[src/rtl/gerador_soma_pontos_pkg.sv]
// Shared types and constants for the team score write front end.
// Defaults are shared with the points register instance.
package gerador_soma_pontos_pkg;

    typedef enum logic [1:0] {
        IDLE  = 2'd0,
        CALC  = 2'd1,
        PULSE = 2'd2,
        WAIT  = 2'd3
    } estado_t;

    localparam logic [1:0] PTS_1   = 2'd1;
    localparam logic [1:0] PTS_2   = 2'd2;
    localparam logic [1:0] PTS_3   = 2'd3;
    localparam logic [1:0] PTS_SUB = 2'd1;

    localparam int WIDTH_PADRAO        = 7;
    localparam int MAX_SCORE_PADRAO    = 99;
    localparam int VALIDATE_LAT_PADRAO = 3;

endpackage

[src/rtl/gerador_soma_pontos_if.sv]
// Button, feedback and write-port bundle between the score
// generator and its surroundings.
interface gerador_soma_pontos_if
    import gerador_soma_pontos_pkg::*;
#(
    parameter int WIDTH = WIDTH_PADRAO
);
    logic             btn_1pt;
    logic             btn_2pt;
    logic             btn_3pt;
    logic             btn_sub1;
    logic [WIDTH-1:0] pontos_atual;
    logic [WIDTH-1:0] soma;
    logic             validar_soma;
    logic             ocupado;
    logic             saturado;

    modport master (
        output btn_1pt, btn_2pt, btn_3pt, btn_sub1,
        output pontos_atual,
        input  soma, validar_soma, ocupado, saturado
    );

    modport slave (
        input  btn_1pt, btn_2pt, btn_3pt, btn_sub1,
        input  pontos_atual,
        output soma, validar_soma, ocupado, saturado
    );

endinterface

[src/rtl/gerador_soma_pontos_sincronizador_borda.sv]
// Two-flop synchronizer plus rising-edge detector for one button.
// One single-cycle pulse per press, however long it is held.
module sincronizador_borda (
    input  logic clock,
    input  logic clr,
    input  logic entrada,
    output logic pulso
);
    logic s1, s2, s3;

    // Synchronize the level, keep one extra stage for edge detection
    always_ff @(posedge clock or posedge clr) begin
        if (clr) begin
            s1 <= 1'b0;
            s2 <= 1'b0;
            s3 <= 1'b0;
        end else begin
            s1 <= entrada;
            s2 <= s1;
            s3 <= s2;
        end
    end

    assign pulso = s2 & ~s3;

endmodule

[src/rtl/gerador_soma_pontos.sv]
// Score write front end: button events to a clamped score
// and a one-cycle write strobe, holding soma until it lands.
module gerador_soma_pontos
    import gerador_soma_pontos_pkg::*;
#(
    parameter int WIDTH        = WIDTH_PADRAO,
    parameter int MAX_SCORE    = MAX_SCORE_PADRAO,
    parameter int VALIDATE_LAT = VALIDATE_LAT_PADRAO
) (
    input  logic                  clock,
    input  logic                  clr,
    gerador_soma_pontos_if.slave  bus
);
    localparam int CW = $clog2(VALIDATE_LAT + 1) + 1;

    estado_t          estado, proximo;
    logic [3:0]       ev;
    logic             unico;
    logic [1:0]       delta_d, delta_q;
    logic             sub_d, sub_q;
    logic [WIDTH:0]   ext, limite, calc;
    logic             sem_efeito;
    logic [CW-1:0]    cnt;
    logic [WIDTH-1:0] soma_q;
    logic             sat_q;

    sincronizador_borda u_b1 (
        .clock(clock), .clr(clr),
        .entrada(bus.btn_1pt), .pulso(ev[0])
    );
    sincronizador_borda u_b2 (
        .clock(clock), .clr(clr),
        .entrada(bus.btn_2pt), .pulso(ev[1])
    );
    sincronizador_borda u_b3 (
        .clock(clock), .clr(clr),
        .entrada(bus.btn_3pt), .pulso(ev[2])
    );
    sincronizador_borda u_bs (
        .clock(clock), .clr(clr),
        .entrada(bus.btn_sub1), .pulso(ev[3])
    );

    assign unico = (ev != 4'd0) && ((ev & (ev - 4'd1)) == 4'd0);

    // Decode a lone event into its delta; collisions decode to nothing
    always_comb begin
        delta_d = 2'd0;
        sub_d   = 1'b0;
        if (unico) begin
            unique case (1'b1)
                ev[0]: delta_d = PTS_1;
                ev[1]: delta_d = PTS_2;
                ev[2]: delta_d = PTS_3;
                ev[3]: begin
                    delta_d = PTS_SUB;
                    sub_d   = 1'b1;
                end
                default: ;
            endcase
        end
    end

    // One bit of headroom so the clamp sees the true sum
    always_comb begin
        ext    = {1'b0, bus.pontos_atual} + (WIDTH+1)'(delta_q);
        limite = (WIDTH+1)'(MAX_SCORE);
        if (sub_q) begin
            if (bus.pontos_atual == '0)
                calc = '0;
            else
                calc = {1'b0, bus.pontos_atual} - (WIDTH+1)'(delta_q);
        end else begin
            calc = (ext > limite) ? limite : ext;
        end
        sem_efeito = (calc == {1'b0, bus.pontos_atual});
    end

    // State register
    always_ff @(posedge clock or posedge clr) begin
        if (clr)
            estado <= IDLE;
        else
            estado <= proximo;
    end

    // Next-state logic; events outside IDLE are simply not looked at
    always_comb begin
        proximo = estado;
        unique case (estado)
            IDLE:  if (unico) proximo = CALC;
            CALC:  proximo = sem_efeito ? IDLE : PULSE;
            PULSE: proximo = WAIT;
            WAIT:  if (cnt == CW'(VALIDATE_LAT)) proximo = IDLE;
            default: proximo = IDLE;
        endcase
    end

    // Datapath: capture delta, update soma only in CALC, time the wait
    always_ff @(posedge clock or posedge clr) begin
        if (clr) begin
            delta_q <= 2'd0;
            sub_q   <= 1'b0;
            soma_q  <= '0;
            sat_q   <= 1'b0;
            cnt     <= '0;
        end else begin
            sat_q <= (estado == CALC) && sem_efeito;
            if (estado == IDLE && unico) begin
                delta_q <= delta_d;
                sub_q   <= sub_d;
            end
            if (estado == CALC && !sem_efeito)
                soma_q <= calc[WIDTH-1:0];
            if (estado == PULSE)
                cnt <= '0;
            else if (estado == WAIT)
                cnt <= cnt + CW'(1);
        end
    end

    // Moore outputs
    always_comb begin
        bus.validar_soma = (estado == PULSE);
        bus.ocupado      = (estado != IDLE);
        bus.soma         = soma_q;
        bus.saturado     = sat_q;
    end

endmodule
[src/flat_wrapper.sv]
// flat-port wrapper written by rule: the top's interface ports become plain ports
module gerador_soma_pontos_flat import gerador_soma_pontos_pkg::*;
#(
    parameter int WIDTH        = WIDTH_PADRAO,
    parameter int MAX_SCORE    = MAX_SCORE_PADRAO,
    parameter int VALIDATE_LAT = VALIDATE_LAT_PADRAO
)
  (clock, clr, bus_btn_1pt, bus_btn_2pt, bus_btn_3pt, bus_btn_sub1, bus_pontos_atual, bus_soma, bus_validar_soma, bus_ocupado, bus_saturado);
  gerador_soma_pontos_if #(.WIDTH(WIDTH)) bus_i ();
  input  logic clock;
  input  logic clr;
  input wire logic [$bits(bus_i.btn_1pt)-1:0] bus_btn_1pt;
  input wire logic [$bits(bus_i.btn_2pt)-1:0] bus_btn_2pt;
  input wire logic [$bits(bus_i.btn_3pt)-1:0] bus_btn_3pt;
  input wire logic [$bits(bus_i.btn_sub1)-1:0] bus_btn_sub1;
  input wire logic [$bits(bus_i.pontos_atual)-1:0] bus_pontos_atual;
  output wire logic [$bits(bus_i.soma)-1:0] bus_soma;
  output wire logic [$bits(bus_i.validar_soma)-1:0] bus_validar_soma;
  output wire logic [$bits(bus_i.ocupado)-1:0] bus_ocupado;
  output wire logic [$bits(bus_i.saturado)-1:0] bus_saturado;
  assign bus_i.btn_1pt = bus_btn_1pt;
  assign bus_i.btn_2pt = bus_btn_2pt;
  assign bus_i.btn_3pt = bus_btn_3pt;
  assign bus_i.btn_sub1 = bus_btn_sub1;
  assign bus_i.pontos_atual = bus_pontos_atual;
  assign bus_soma = bus_i.soma;
  assign bus_validar_soma = bus_i.validar_soma;
  assign bus_ocupado = bus_i.ocupado;
  assign bus_saturado = bus_i.saturado;
  gerador_soma_pontos #(.WIDTH(WIDTH), .MAX_SCORE(MAX_SCORE), .VALIDATE_LAT(VALIDATE_LAT)) u_core (.clock(clock), .clr(clr), .bus(bus_i));
endmodule
[config.mk]
export PLATFORM = sky130hd
export DESIGN_NAME = gerador_soma_pontos_flat
export DESIGN_NICKNAME = d
export VERILOG_FILES = /design/src/rtl/gerador_soma_pontos_pkg.sv /design/src/rtl/gerador_soma_pontos_if.sv /design/src/rtl/gerador_soma_pontos_sincronizador_borda.sv /design/src/rtl/gerador_soma_pontos.sv /design/src/flat_wrapper.sv
export SDC_FILE = /design/constraint.sdc
export NUM_CORES = 1
export LEC_CHECK = 0
export ABC_AREA = 1
export BUFFER_PORTS_ARGS = -buffer_cell sky130_fd_sc_hd__buf_2
export CAP_MARGIN = 20
export CORE_MARGIN = 5
export CORE_UTILIZATION = 30
export CTS_BUF_LIST = sky130_fd_sc_hd__clkbuf_4 sky130_fd_sc_hd__clkbuf_8 sky130_fd_sc_hd__clkbuf_16
export DETAILED_ROUTE_END_ITERATION = 10
export PLACE_DENSITY = 0.44
export SLEW_MARGIN = 30
export SYNTH_ARGS = -nofsm -noshare
export SYNTH_HDL_FRONTEND = slang
export SYNTH_HIERARCHICAL = 1
export SYNTH_SLANG_ARGS = --single-unit
[constraint.sdc]
create_clock -name clock -period 3.4 [get_ports clock]
set_input_delay 0.34 -clock clock [delete_from_list [all_inputs] [get_ports clock]]
set_output_delay 0.34 -clock clock [all_outputs]
set_load 0.05 [all_outputs]
==> reports/metrics.csv <==
stage,metric,value,unit
clock_tree,clk_pin_slew,0.09,ns
floorplan,io_pins,23,
clock_tree,cts_tree,done,
critical_path,worstSetupPathDepth,17,
critical_path,path_class,reg2reg,
floorplan,die_h,84.8,um
clock_tree,clk_latency,0.27,ns
critical_path,rrSetupSlack,0.80,ns
timing,min_period,2.60,ns
synthesis,synth-main-ff-cell,dfrtp_1,
timing,setup_viol,0,
synthesis,synth_nets,241,
timing,drv_slew,0,
detailed_routing,route.detailed.drc,0,
synthesis,netlist_top_cells_count,"64 x nand2_1, 30 x inv_1, 28 x dfrtp_1",
detailed_routing,drt_iter0_drc,99,
critical_path,crit_path_start_kind,register,
global_routing,met1_usage,14.9,%
clock_tree,cts.path.max_buffers,2,
critical_path,critPathMaxFanout,9,
placement,io_buffers,22,
global_routing,grt_util_met3,3.01,%
synthesis,synthArstFlopShare,100,%
critical_path,cp_top_family,simple AND/OR/NAND/NOR gates,
critical_path,r2r_end,u_core/bus.soma[2],
power,peakVddDrop,0.000290,V
min_path,whs_path_depth,1,
global_routing,grt_overflow,0,
layout,largest_reg_flops,7,
clock_tree,clock-sinks,28,
power,p_int,736,uW
floorplan,die_x,84.8,um
critical_path,arrival,2.81,ns
timing,whs,0.170,ns
timing,hold_violations,0,
critical_path,timing.critical_path.mode_cell,nand2_1,
power,p_sw,667,uW
run,drv_cap,0,
synthesis,netlist_area,0.00168,mm^2
power,seq_power_share,34.9,%
floorplan,rows,27,
global_routing,busiest_layer,met2,
critical_path,crit_end,u_core/bus.soma[2],
synthesis,yosysSeqAreaShare,41.7,%
power,power.leakage,1.02,nW
layout,nets,267,
power,power,1.40,mW
layout,diodes,0,
critical_path,critPathCaptureType,register,
layout,fin_area,0.00193,mm^2
placement,place_area,0.00186,mm^2
power,p_clk_share,14.3,%
global_routing,use_met2,16.8,%
clock_tree,cts_buffers,3,
detailed_routing,wl,3650,um
layout,drive_gt1_share,19.2,%
detailed_routing,ant_nets,0,
timing,setup_tns,0,ns
synthesis,synth_top_area_share,41.7,%
detailed_routing,wl_per_cell,11.5,um
timing,grt_setup_unrepaired,no,
global_routing,grt_usage,10.6,%
detailed_routing,vias,1445,
critical_path,path_buf_inv,0,
global_routing,grt_pass1_vias,1341,
layout,syn_to_final_growth,14.9,%
placement,dp_hpwl,2970,um
min_path,min-delay-path-class,in2reg,
synthesis,yosysWarnings,6,
power,powerDensity,727,mW/mm^2
power,pwr-share-comb,50.8,%
detailed_routing,dr.pass1.iters,4,
global_routing,grt_max_degree,17,
critical_path,r2r_cells,17,
critical_path,r2r-start,u_core/delta_q[0],
timing,fin_skew,0.00347,ns
synthesis,synth_most_common_cell,nand2_1,
synthesis,synth_area_leader_cell,dfrtp_1,
critical_path,cp_slowest_cell,fa_1,
synthesis,synth-seq-cells,28,
critical_path,cp.required,3.61,ns
placement,gp_congestion,0.833,
timing,fmax,384,MHz
clock_tree,cts_setup_buffers,0,
run_status,status,finished clean,
global_routing,antenna_found_initial,0,
floorplan,core,0.00547,mm^2
detailed_routing,viasPerCell,4.56,
clock_tree,root_buffer,clkbuf_8,
synthesis,synth-edff-count,0,
clock_tree,h-tree-depth,1,
floorplan,dieArea,0.00719,mm^2
timing,period_share,76.5,%
layout,n_fill_cell,621,
floorplan,start_util,30.7,%
synthesis,ys_types,24,
power,sw_frac_of_total,47.5,%
synthesis,syn_avg_cell_area,7.63,um^2
layout,fin_util,35.3,%
critical_path,startpoint,u_core/delta_q[0],
critical_path,critPathMaxStageDelay,0.47,ns
critical_path,crit_chain,"ha_1, fa_1, nand3_1, nand2_1, a21oi_1, nand2_1, nand2_2, nand2_2, nand2_4, nand2_1, nand2_1, nand2_1, nor2_2, nand3_4, nand2_4, nand2_1, nand2_1",
global_routing,grt_pass1_wl,6310,um
timing,worst_pin_slew,0.651,ns
synthesis,synthCells,220,
timing,slew_headroom,56.6,%
synthesis,yosys-top-cells-area,"dfrtp_1 42%, nand2_1 14%, nand3_1 7.7%",
power groups by stage:
stage                     registers, mW  clock network, mW  logic [mW]
after detailed placement          0.497                  0       0.718
final                             0.489              0.201       0.713
after floorplan                   0.610                  0       0.432
after global placement            0.502                  0       0.722
after global routing              0.505              0.231       0.796
after CTS                         0.492              0.213       0.720
per-stage QoR:
| stage | setup WS (ns) | std cells |
|---|---|---|
| 5_1_grt | 0.580 | 317 |
| 4_1_cts | 0.806 | 317 |
| 2_1_floorplan | 1.10 | 220 |
| 6_report | 0.799 | 317 |
| 3_5_place_dp | 0.773 | 312 |
| 3_3_place_gp | 0.731 | 312 |
what timing repair did:
item	4_1_cts	5_1_grt
hold buffers	1	0
endpoints found under the hold margin	12	0
gates resized for setup	0	0
metal layers:
layer / vias up / share of wire (%)
met5: - / 0
met1: 676 / 50
met2: 22 / 46
met3: 2 / 4.1
li1: 745 / -
met4: 0 / 0.33
worst min path at each step:
stage                 from             end
6_report       bus_btn_2pt  u_core/u_b2/s1
4_1_cts        bus_btn_2pt  u_core/u_b2/s1
3_5_place_dp           clr  u_core/u_bs/s3
3_3_place_gp           clr  u_core/u_b3/s1
5_1_grt        bus_btn_1pt  u_core/u_b1/s1
2_1_floorplan          clr  u_core/u_b1/s1
worst register-to-register path: cells and delay by family (launching register included):
kind	cells	cell delay, ns
AO/OA/AOI/OAI	1	0.14
adder cells (fa/ha/maj)	2	0.70
flip-flops	1	0.42
AND/OR/NAND/NOR	14	1.30
area by class of cell:
type | instances | area, um^2 | area share [%]
Clock buffer | 4 | 55.1 | 2.85
Timing Repair Buffer | 23 | 120 | 6.23
Tap cell | 72 | 90.1 | 4.67
Inverter | 33 | 124 | 6.42
Sequential cell | 28 | 701 | 36.3
Multi-Input combinational cell | 157 | 840 | 43.5
layout by cell type, fill, tap and decap left out, types with 3 or more instances in the layout:
cell type / count
a21oi_1: 4
buf_2: 22
clkbuf_8: 4
dfrtp_1: 28
ha_1: 6
inv_1: 30
inv_2: 3
nand2_1: 64
nand2_2: 5
nand3_1: 26
nand4_1: 4
nor2_1: 15
nor2_2: 7
o21ai_0: 10
xor2_1: 3
cells by family (layout without fill, tap and decap cells):
logic type                 count (synthesis)  count (layout)  share of synthesized area [%]
AOI/OAI and AO/OA                         19              19                           6.48
xor gates and xnor gates                   3               3                           1.57
adders and majority gates                  8               8                           6.86
buffers and inverters                     35              60                           8.27
DFF                                       28              28                           41.7
and+or+nand+nor                          127             127                           35.1
No activity file was read; power rests on OpenSTA's default activity.
